$ cat config.mk
export PLATFORM = sky130hd
export DESIGN_NAME = addsub_pipe
export DESIGN_NICKNAME = d
export VERILOG_FILES = /design/src/rtl/addsub_pipe_pkg.sv /design/src/rtl/addsub_slice.sv /design/src/rtl/addsub_pipe.sv
export SDC_FILE = /design/constraint.sdc
export NUM_CORES = 1
export LEC_CHECK = 0
export ABC_AREA = 1
export CELL_PAD_IN_SITES_DETAIL_PLACEMENT = 1
export CELL_PAD_IN_SITES_GLOBAL_PLACEMENT = 2
export CORE_MARGIN = 4
export CORE_UTILIZATION = 35
export CTS_BUF_LIST = sky130_fd_sc_hd__clkbuf_4
export DETAILED_ROUTE_END_ITERATION = 10
export DONT_BUFFER_PORTS = 1
export PLACE_DENSITY_LB_ADDON = 0.3
export SYNTH_ARGS = -nofsm -noshare
export SYNTH_HDL_FRONTEND = slang
export SYNTH_SLANG_ARGS = --single-unit
$ cat constraint.sdc
create_clock -name clk -period 8.3 [get_ports clk]
set_clock_uncertainty 0.05 [all_clocks]
set_input_delay 0.83 -clock clk [delete_from_list [all_inputs] [get_ports clk]]
set_output_delay 0.83 -clock clk [all_outputs]
set_load 0.05 [all_outputs]
$ cat src/rtl/addsub_pipe_pkg.sv
// Shared definitions for the pipelined adder/subtractor: op encodings and
// operand-preparation helpers.
package addsub_pipe_pkg;

  typedef enum logic [1:0] {
    OP_ADD = 2'b00,
    OP_SUB = 2'b01,
    OP_ADC = 2'b10,
    OP_SBB = 2'b11
  } op_e;

  function automatic logic op_inverts_b(input op_e op);
    return (op == OP_SUB) || (op == OP_SBB);
  endfunction

  // With b inverted, a carry-in of ci makes OP_SBB compute a - b - !ci.
  function automatic logic op_carry_in(input op_e op, input logic ci);
    logic c;
    case (op)
      OP_ADD:  c = 1'b0;
      OP_SUB:  c = 1'b1;
      default: c = ci;
    endcase
    return c;
  endfunction

endpackage

$ cat src/rtl/addsub_slice.sv
// Combinational CHUNK-bit ripple slice; also reports the carry into its MSB so
// the top slice can derive signed overflow.
module addsub_slice
  import addsub_pipe_pkg::*;
#(
  parameter int unsigned CHUNK = 4
) (
  input  logic [CHUNK-1:0] a,
  input  logic [CHUNK-1:0] b,
  input  logic             ci,
  output logic [CHUNK-1:0] s,
  output logic             co,
  output logic             c_msb
);

  logic [CHUNK:0] w_sum;

  assign w_sum = {1'b0, a} + {1'b0, b} + {{CHUNK{1'b0}}, ci};
  assign s     = w_sum[CHUNK-1:0];
  assign co    = w_sum[CHUNK];
  // Sum bit = a ^ b ^ carry-in, so the MSB carry-in falls out by XOR.
  assign c_msb = a[CHUNK-1] ^ b[CHUNK-1] ^ w_sum[CHUNK-1];

endmodule

$ cat src/rtl/addsub_pipe.sv
// Pipelined adder/subtractor: N stages of CPS ripple slices each, registered
// carry between stages, global stall with valid/ready handshake.
module addsub_pipe
  import addsub_pipe_pkg::*;
#(
  parameter int unsigned WIDTH = 32,
  parameter int unsigned CHUNK = 4,
  parameter int unsigned CPS   = 2
) (
  input  logic             clk,
  input  logic             rst,
  input  logic             in_valid,
  output logic             in_ready,
  input  logic [WIDTH-1:0] a,
  input  logic [WIDTH-1:0] b,
  input  logic             ci,
  input  logic [1:0]       op,
  output logic             out_valid,
  input  logic             out_ready,
  output logic [WIDTH-1:0] s,
  output logic             co,
  output logic             ov,
  output logic             z,
  output logic             n
);

  localparam int unsigned SW = CHUNK * CPS;
  localparam int unsigned N  = WIDTH / SW;

  // Stage k registers hold the operands (upper bits still pending), the carry
  // into slice group k and the result bits completed so far.
  logic             r_v [0:N-1];
  logic [WIDTH-1:0] r_a [0:N-1];
  logic [WIDTH-1:0] r_b [0:N-1];
  logic             r_c [0:N-1];
  logic [WIDTH-1:0] r_s [0:N-1];

  logic             r_out_v;
  logic [WIDTH-1:0] r_out_s;
  logic             r_out_co;
  logic             r_out_ov;
  logic             r_out_z;
  logic             r_out_n;

  logic             w_en;
  op_e              w_op;
  logic [WIDTH-1:0] w_b_prep;
  logic             w_cin;
  logic [WIDTH-1:0] w_s  [0:N-1];
  logic             w_co [0:N-1];
  logic             w_cm [0:N-1][0:CPS-1];
  logic [WIDTH-1:0] w_fs;

  assign w_en     = !r_out_v || out_ready;
  assign in_ready = w_en;

  assign w_op     = op_e'(op);
  assign w_b_prep = op_inverts_b(w_op) ? ~b : b;
  assign w_cin    = op_carry_in(w_op, ci);

  for (genvar k = 0; k < N; k++) begin : g_stage
    localparam logic [WIDTH-1:0] MASK = WIDTH'({SW{1'b1}}) << (k * SW);
    logic [CPS:0]   w_cc;
    logic [SW-1:0]  w_sl;
    logic [WIDTH-1:0] w_ins;

    assign w_cc[0] = r_c[k];
    for (genvar i = 0; i < CPS; i++) begin : g_slice
      addsub_slice #(.CHUNK(CHUNK)) u_slice (
        .a     (r_a[k][k*SW + i*CHUNK +: CHUNK]),
        .b     (r_b[k][k*SW + i*CHUNK +: CHUNK]),
        .ci    (w_cc[i]),
        .s     (w_sl[i*CHUNK +: CHUNK]),
        .co    (w_cc[i+1]),
        .c_msb (w_cm[k][i])
      );
    end

    assign w_ins   = WIDTH'(w_sl) << (k * SW);
    assign w_s[k]  = (r_s[k] & ~MASK) | w_ins;
    assign w_co[k] = w_cc[CPS];
  end

  always_ff @(posedge clk) begin
    if (rst) begin
      r_v[0] <= 1'b0;
    end else if (w_en) begin
      r_v[0] <= in_valid;
      if (in_valid) begin
        r_a[0] <= a;
        r_b[0] <= w_b_prep;
        r_c[0] <= w_cin;
        r_s[0] <= '0;
      end
    end
  end

  // Operands shift forward untouched so each stage sees its own slice group;
  // finished low bits travel along in r_s so s emerges aligned.
  for (genvar k = 1; k < N; k++) begin : g_reg
    always_ff @(posedge clk) begin
      if (rst) begin
        r_v[k] <= 1'b0;
      end else if (w_en) begin
        r_v[k] <= r_v[k-1];
        if (r_v[k-1]) begin
          r_a[k] <= r_a[k-1];
          r_b[k] <= r_b[k-1];
          r_c[k] <= w_co[k-1];
          r_s[k] <= w_s[k-1];
        end
      end
    end
  end

  assign w_fs = w_s[N-1];

  always_ff @(posedge clk) begin
    if (rst) begin
      r_out_v  <= 1'b0;
      r_out_s  <= '0;
      r_out_co <= 1'b0;
      r_out_ov <= 1'b0;
      r_out_z  <= 1'b0;
      r_out_n  <= 1'b0;
    end else if (w_en) begin
      r_out_v <= r_v[N-1];
      if (r_v[N-1]) begin
        r_out_s  <= w_fs;
        r_out_co <= w_co[N-1];
        r_out_ov <= w_co[N-1] ^ w_cm[N-1][CPS-1];
        r_out_z  <= ~|w_fs;
        r_out_n  <= w_fs[WIDTH-1];
      end
    end
  end

  assign out_valid = r_out_v;
  assign s         = r_out_s;
  assign co        = r_out_co;
  assign ov        = r_out_ov;
  assign z         = r_out_z;
  assign n         = r_out_n;

endmodule

# == Word-level counts from Yosys, hierarchy flattened ==
# Memories as Yosys holds them, arrays and structs flattened.
# Cells that the tools add are included.
# word_totals
regBits,37
ram_bits,392
inputBits,71
n_memories,5
# mem_list
memory,words,word_bits,read_ports,rd_clocked_by_memory_dff,write_ports,line,text
r_a,4,32,4,0,4,addsub_pipe.sv:33,logic [WIDTH-1:0] r_a [0:N-1];
r_b,4,32,4,0,4,addsub_pipe.sv:34,logic [WIDTH-1:0] r_b [0:N-1];
r_s,4,32,4,0,4,addsub_pipe.sv:36,logic [WIDTH-1:0] r_s [0:N-1];
r_c,4,1,4,0,4,addsub_pipe.sv:35,logic r_c [0:N-1];
r_v,4,1,4,0,4,addsub_pipe.sv:32,logic r_v [0:N-1];
# op_classes
add_sub_neg,16
eq_ne,2
mux,27
bitwise_logic,12
reduce_logical,7
# ops
cell,count
$add A4 B4 Y5,8
$add A5 B1 Y5,8
$mux W32,1
$not A32 Y32,1
$or A24 B32 Y32,1
$or A32 B16 Y32,1
$or A32 B24 Y32,1
$or A32 B8 Y32,1
$reduce_or A32 Y1,1
$mux W1,25
$or A1 B1 Y1,4
$xor A1 B1 Y1,3
$eq A2 B1 Y1 const B,1
$eq A2 B2 Y1 const B,1
$logic_not A1 Y1,2
$logic_not A2 Y1,1
$logic_or A1 B1 Y1,2
$pmux W1 S2,1
$reduce_and A2 Y1,1

# == Logic depth before layout (Yosys ltp) ==
# An unclocked memory read counts as a cell.
# logic_depth
depth_word,7
depth_mapped,15

# == Hierarchy ==
# From an unflattened synthesis, not the netlist that was laid out.
# hier_totals
cells_unflattened,654
area_unflattened_um2,9634.2
# modules_own_cells
module,n_inst,cells_each,area_per_inst_um2,seq_area_each_um2
addsub_pipe,1,451,8296.7,7206.9
addsub_slice (g_stage[0].g_slice[1].u_slice ...),7,26,168.9,0.0
addsub_slice (g_stage[0].g_slice[0].u_slice),1,21,155.1,0.0

# == Worst setup path after synthesis ==
# No wires, ideal clock.
# synth_timing
kind,in2reg
from,input rst
to,"memory r_a[0][0], enable pin"
arrival_time_ps,4110
required_time_ps,7761
path_slack_ps,3652
cell_stages,5
path_buffers,2
path_cell_list,buf_2 inv_1 buf_2 nand2_1 nor2_1
# synth_rtl
item,line,text
"start, declared",addsub_pipe.sv:11,"input logic rst,"
"end, declared",addsub_pipe.sv:33,

==> run metrics <==
# IOs=109; CTS clock-pin slew for the worst setup and hold paths=0.06 ns; Clock Power Share=42.3%; max frequency=0.334 GHz; PortBufs=0; Yosys warnings=0; drt drc=0; FP Rows=59; commonest non-fill, non-tap cell in the layout=edfxtp_1; largest family of logic cells by synthesized area=adder cells; Resize count post-CTS=0; Hold Startpoint=rst; Longest Clk Path Bufs=3; CP startpoint kind=register; synth unique cells=25; antenna violations before repair=2; total wire length=16400 µm; net switching power=between 500 and 600 µW; Max transition margin=25.8%; reg2reg end=z; final setup fails=0; Pint=2.11 mW; Worst Hold Depth=1; GR Overflow Total=0; total CTS buffers=67; mux cell area share after synthesis=0.120%; register area share after synthesis=77.0%; die extent in y=~170 µm; Final Max Tran Viols=0; Core Region=26200 µm²; first-pass GRT wire length=25900 µm; outcome=finished clean; DR vias/cell=roughly 4.4; Die Wd=172 µm; vias in the first global route=a little over 5k; WP data arrival=between 3 and 4 ns; reg-to-reg startpoint=r_c[3]; combinational power share=3.3%; commonest non-fill, non-tap cells in the layout=edfxtp_1, clkbuf_4, nor2_1; CP Max Fanout=2; Max Cap Violations=0; R2R cell count=15; cell area after synthesis=9360 µm²; WS Path Type=register to register; wire per inst=15.9 µm; flop2flop setup slack=about 5.3 ns; Synth Area in XOR/XNOR=4.40%; Final GP Congestion=0.751; Mapped Cells=592; fin crit period=2.99 ns; Synth Area in Compound Gates=3.14%; RSZ-0062 raised after global routing=false; 1st-iter DRT viols=around 150; largest net degree at the start of global routing=66; share of cells above drive strength 1=17.1%; Power Density=approximately 250 nW/µm²; ANT nets after route=0; Worst Setup End Kind=register; drt first pass iters=4; Worst-Margin Slew=1.11 ns; vias=between 4k and 5k; total power=between 2 and 3 mW; FF+latch count, synth=252; average size of a mapped cell=15.8 µm²; die area=just under 30000 µm²; period utilization=36.0%; Adder-Cell Fraction of Synth Area=6.63%; Worst Hold Class=input port to register; worst vdd ir=0.0738 mV; # clock sinks=252; hold path endpoint=z; Post CTS Setup Buffer Count=0; Net count, final=759; simple-gate share of the synthesized area=under 10%; clk_lat worst skew=0.64 ns; Initial Util=35.7%; Global Route Usage Sum=11.5%; final setup TNS=0 ns; count of final hold-check violations=0; post-DP HPWL=11200 µm; leakage=between 3 and 4 nW; Root Buffer=clkbuf_4; post-synth net total=about 700; area grow syn2layout=13.8%; H-tree Lvls=3; switching share of power=21.5%; Seq pwr share=54.4%; Hold WS=between 0.2 and 0.25 ns; CTS tree=done; Post-CTS Hold Fix Bufs=0; Crit path required time=8.81 ns
[power groups by stage]
stage	registers, mW	clock network, mW	logic [mW]
2_1_floorplan	1.49	0	0.0725
3_3_place_gp	1.49	0	0.0886
3_5_place_dp	1.49	0	0.0925
4_1_cts	1.47	1.20	0.0927
5_1_grt	1.47	1.28	0.104
6_report	1.47	1.14	0.0884
[how the worst max path moves through the flow]
stage / from / end / slack (ns) / depth (start not counted)
after floorplan: rst / r_a[0][0] / 3.65 / 5
after global placement: rst / r_a[3][26] / 5.05 / 3
after detailed placement: rst / r_a[3][24] / 4.89 / 3
after CTS: r_c[3] / z / 5.26 / 15
after global routing: r_b[3][24] / z / 5.04 / 15
final: r_c[3] / z / 5.31 / 15
[cell families (layout without fill, tap and decap cells)]
group                      Yosys count  in the layout
other                                0              1
and+or+nand+nor                    140            140
buffers and inverters               55            163
AOI/OAI and AO/OA                   57             57
DFF                                252            252
adders and majority gates           40             40
muxes                                1              1
xor gates and xnor gates            47             47
[cells in the mapped netlist]
master	instances	area, µm²
o21ai_0	33	165
xor2_1	45	394
nor3_1	2	10.0
buf_2	7	35.0
a21oi_2	1	8.76
edfxtp_1	216	6490
o21bai_1	2	15.0
a21oi_1	21	105
buf_6	3	33.8
inv_1	37	139
nand2_4	2	22.5
inv_2	2	7.51
fa_1	16	320
xnor2_1	2	17.5
clkbuf_1	1	3.75
or2_1	1	6.26
nor2_2	1	6.26
dfxtp_1	36	721
nand2_1	36	135
ha_1	24	300
nand3_1	15	75.1
mux2_2	1	11.3
buf_1	1	3.75
nor2_1	83	312
buf_4	4	30.0
[registers in the layout, summed over array words and instances (netlist names)]
| register | count |
|---|---|
| ov | 1 |
| r_v | 4 |
| s | 32 |
| r_b | 80 |
| r_s | 48 |
| r_a | 80 |
| out_valid | 1 |
| co | 1 |
| z | 1 |
| r_c | 4 |
[layer usage]
metal	routed length (µm)	global-route usage [%]	vias up	part of all wire, %
met2	7880	18.0	132	48
met3	1210	4.83	25	7.3
li1	-	-	2233	-
met4	291	4.75	2	1.8
met1	7050	14.0	2139	43
met5	13	0	-	0.079
[final cells by class]
class                   instances  area (µm²)
diodes                          1        2.50
fillers                      2688       15600
clock buffers                  95         713
clock inverters                26         209
inverters                      39         146
multi-input cells             285        1930
repair buffers                  3        22.5
flip-flops and latches        252        7210
well taps                     335         419
[worst max-delay path, stage by stage, from the launching register on]
cell      delay, ns
edfxtp_1       0.36
inv_1          0.09
fa_1           0.18
inv_1          0.07
fa_1           0.40
a21oi_1        0.17
o21bai_1       0.09
fa_1           0.40
fa_1           0.46
nor2_1         0.11
nand2_1        0.07
nor2_1         0.10
nand2_1        0.05
nor2_1         0.08
nand3_1        0.10
a21oi_2        0.13
[stage by stage]
step | setup slack [ns] | utilization, % | std cells | cell area [µm²]
floorplan | 3.65 | - | 592 | 9360
global placement | 5.05 | 37.1 | 914 | 9730
detailed placement | 4.89 | 37.1 | 914 | 9730
CTS | 5.26 | 40.6 | 1035 | 10700
global route | 5.04 | 40.7 | 1036 | 10700
finish | 5.31 | 40.7 | 1036 | 10700
Power figures use the tool's default switching activity.
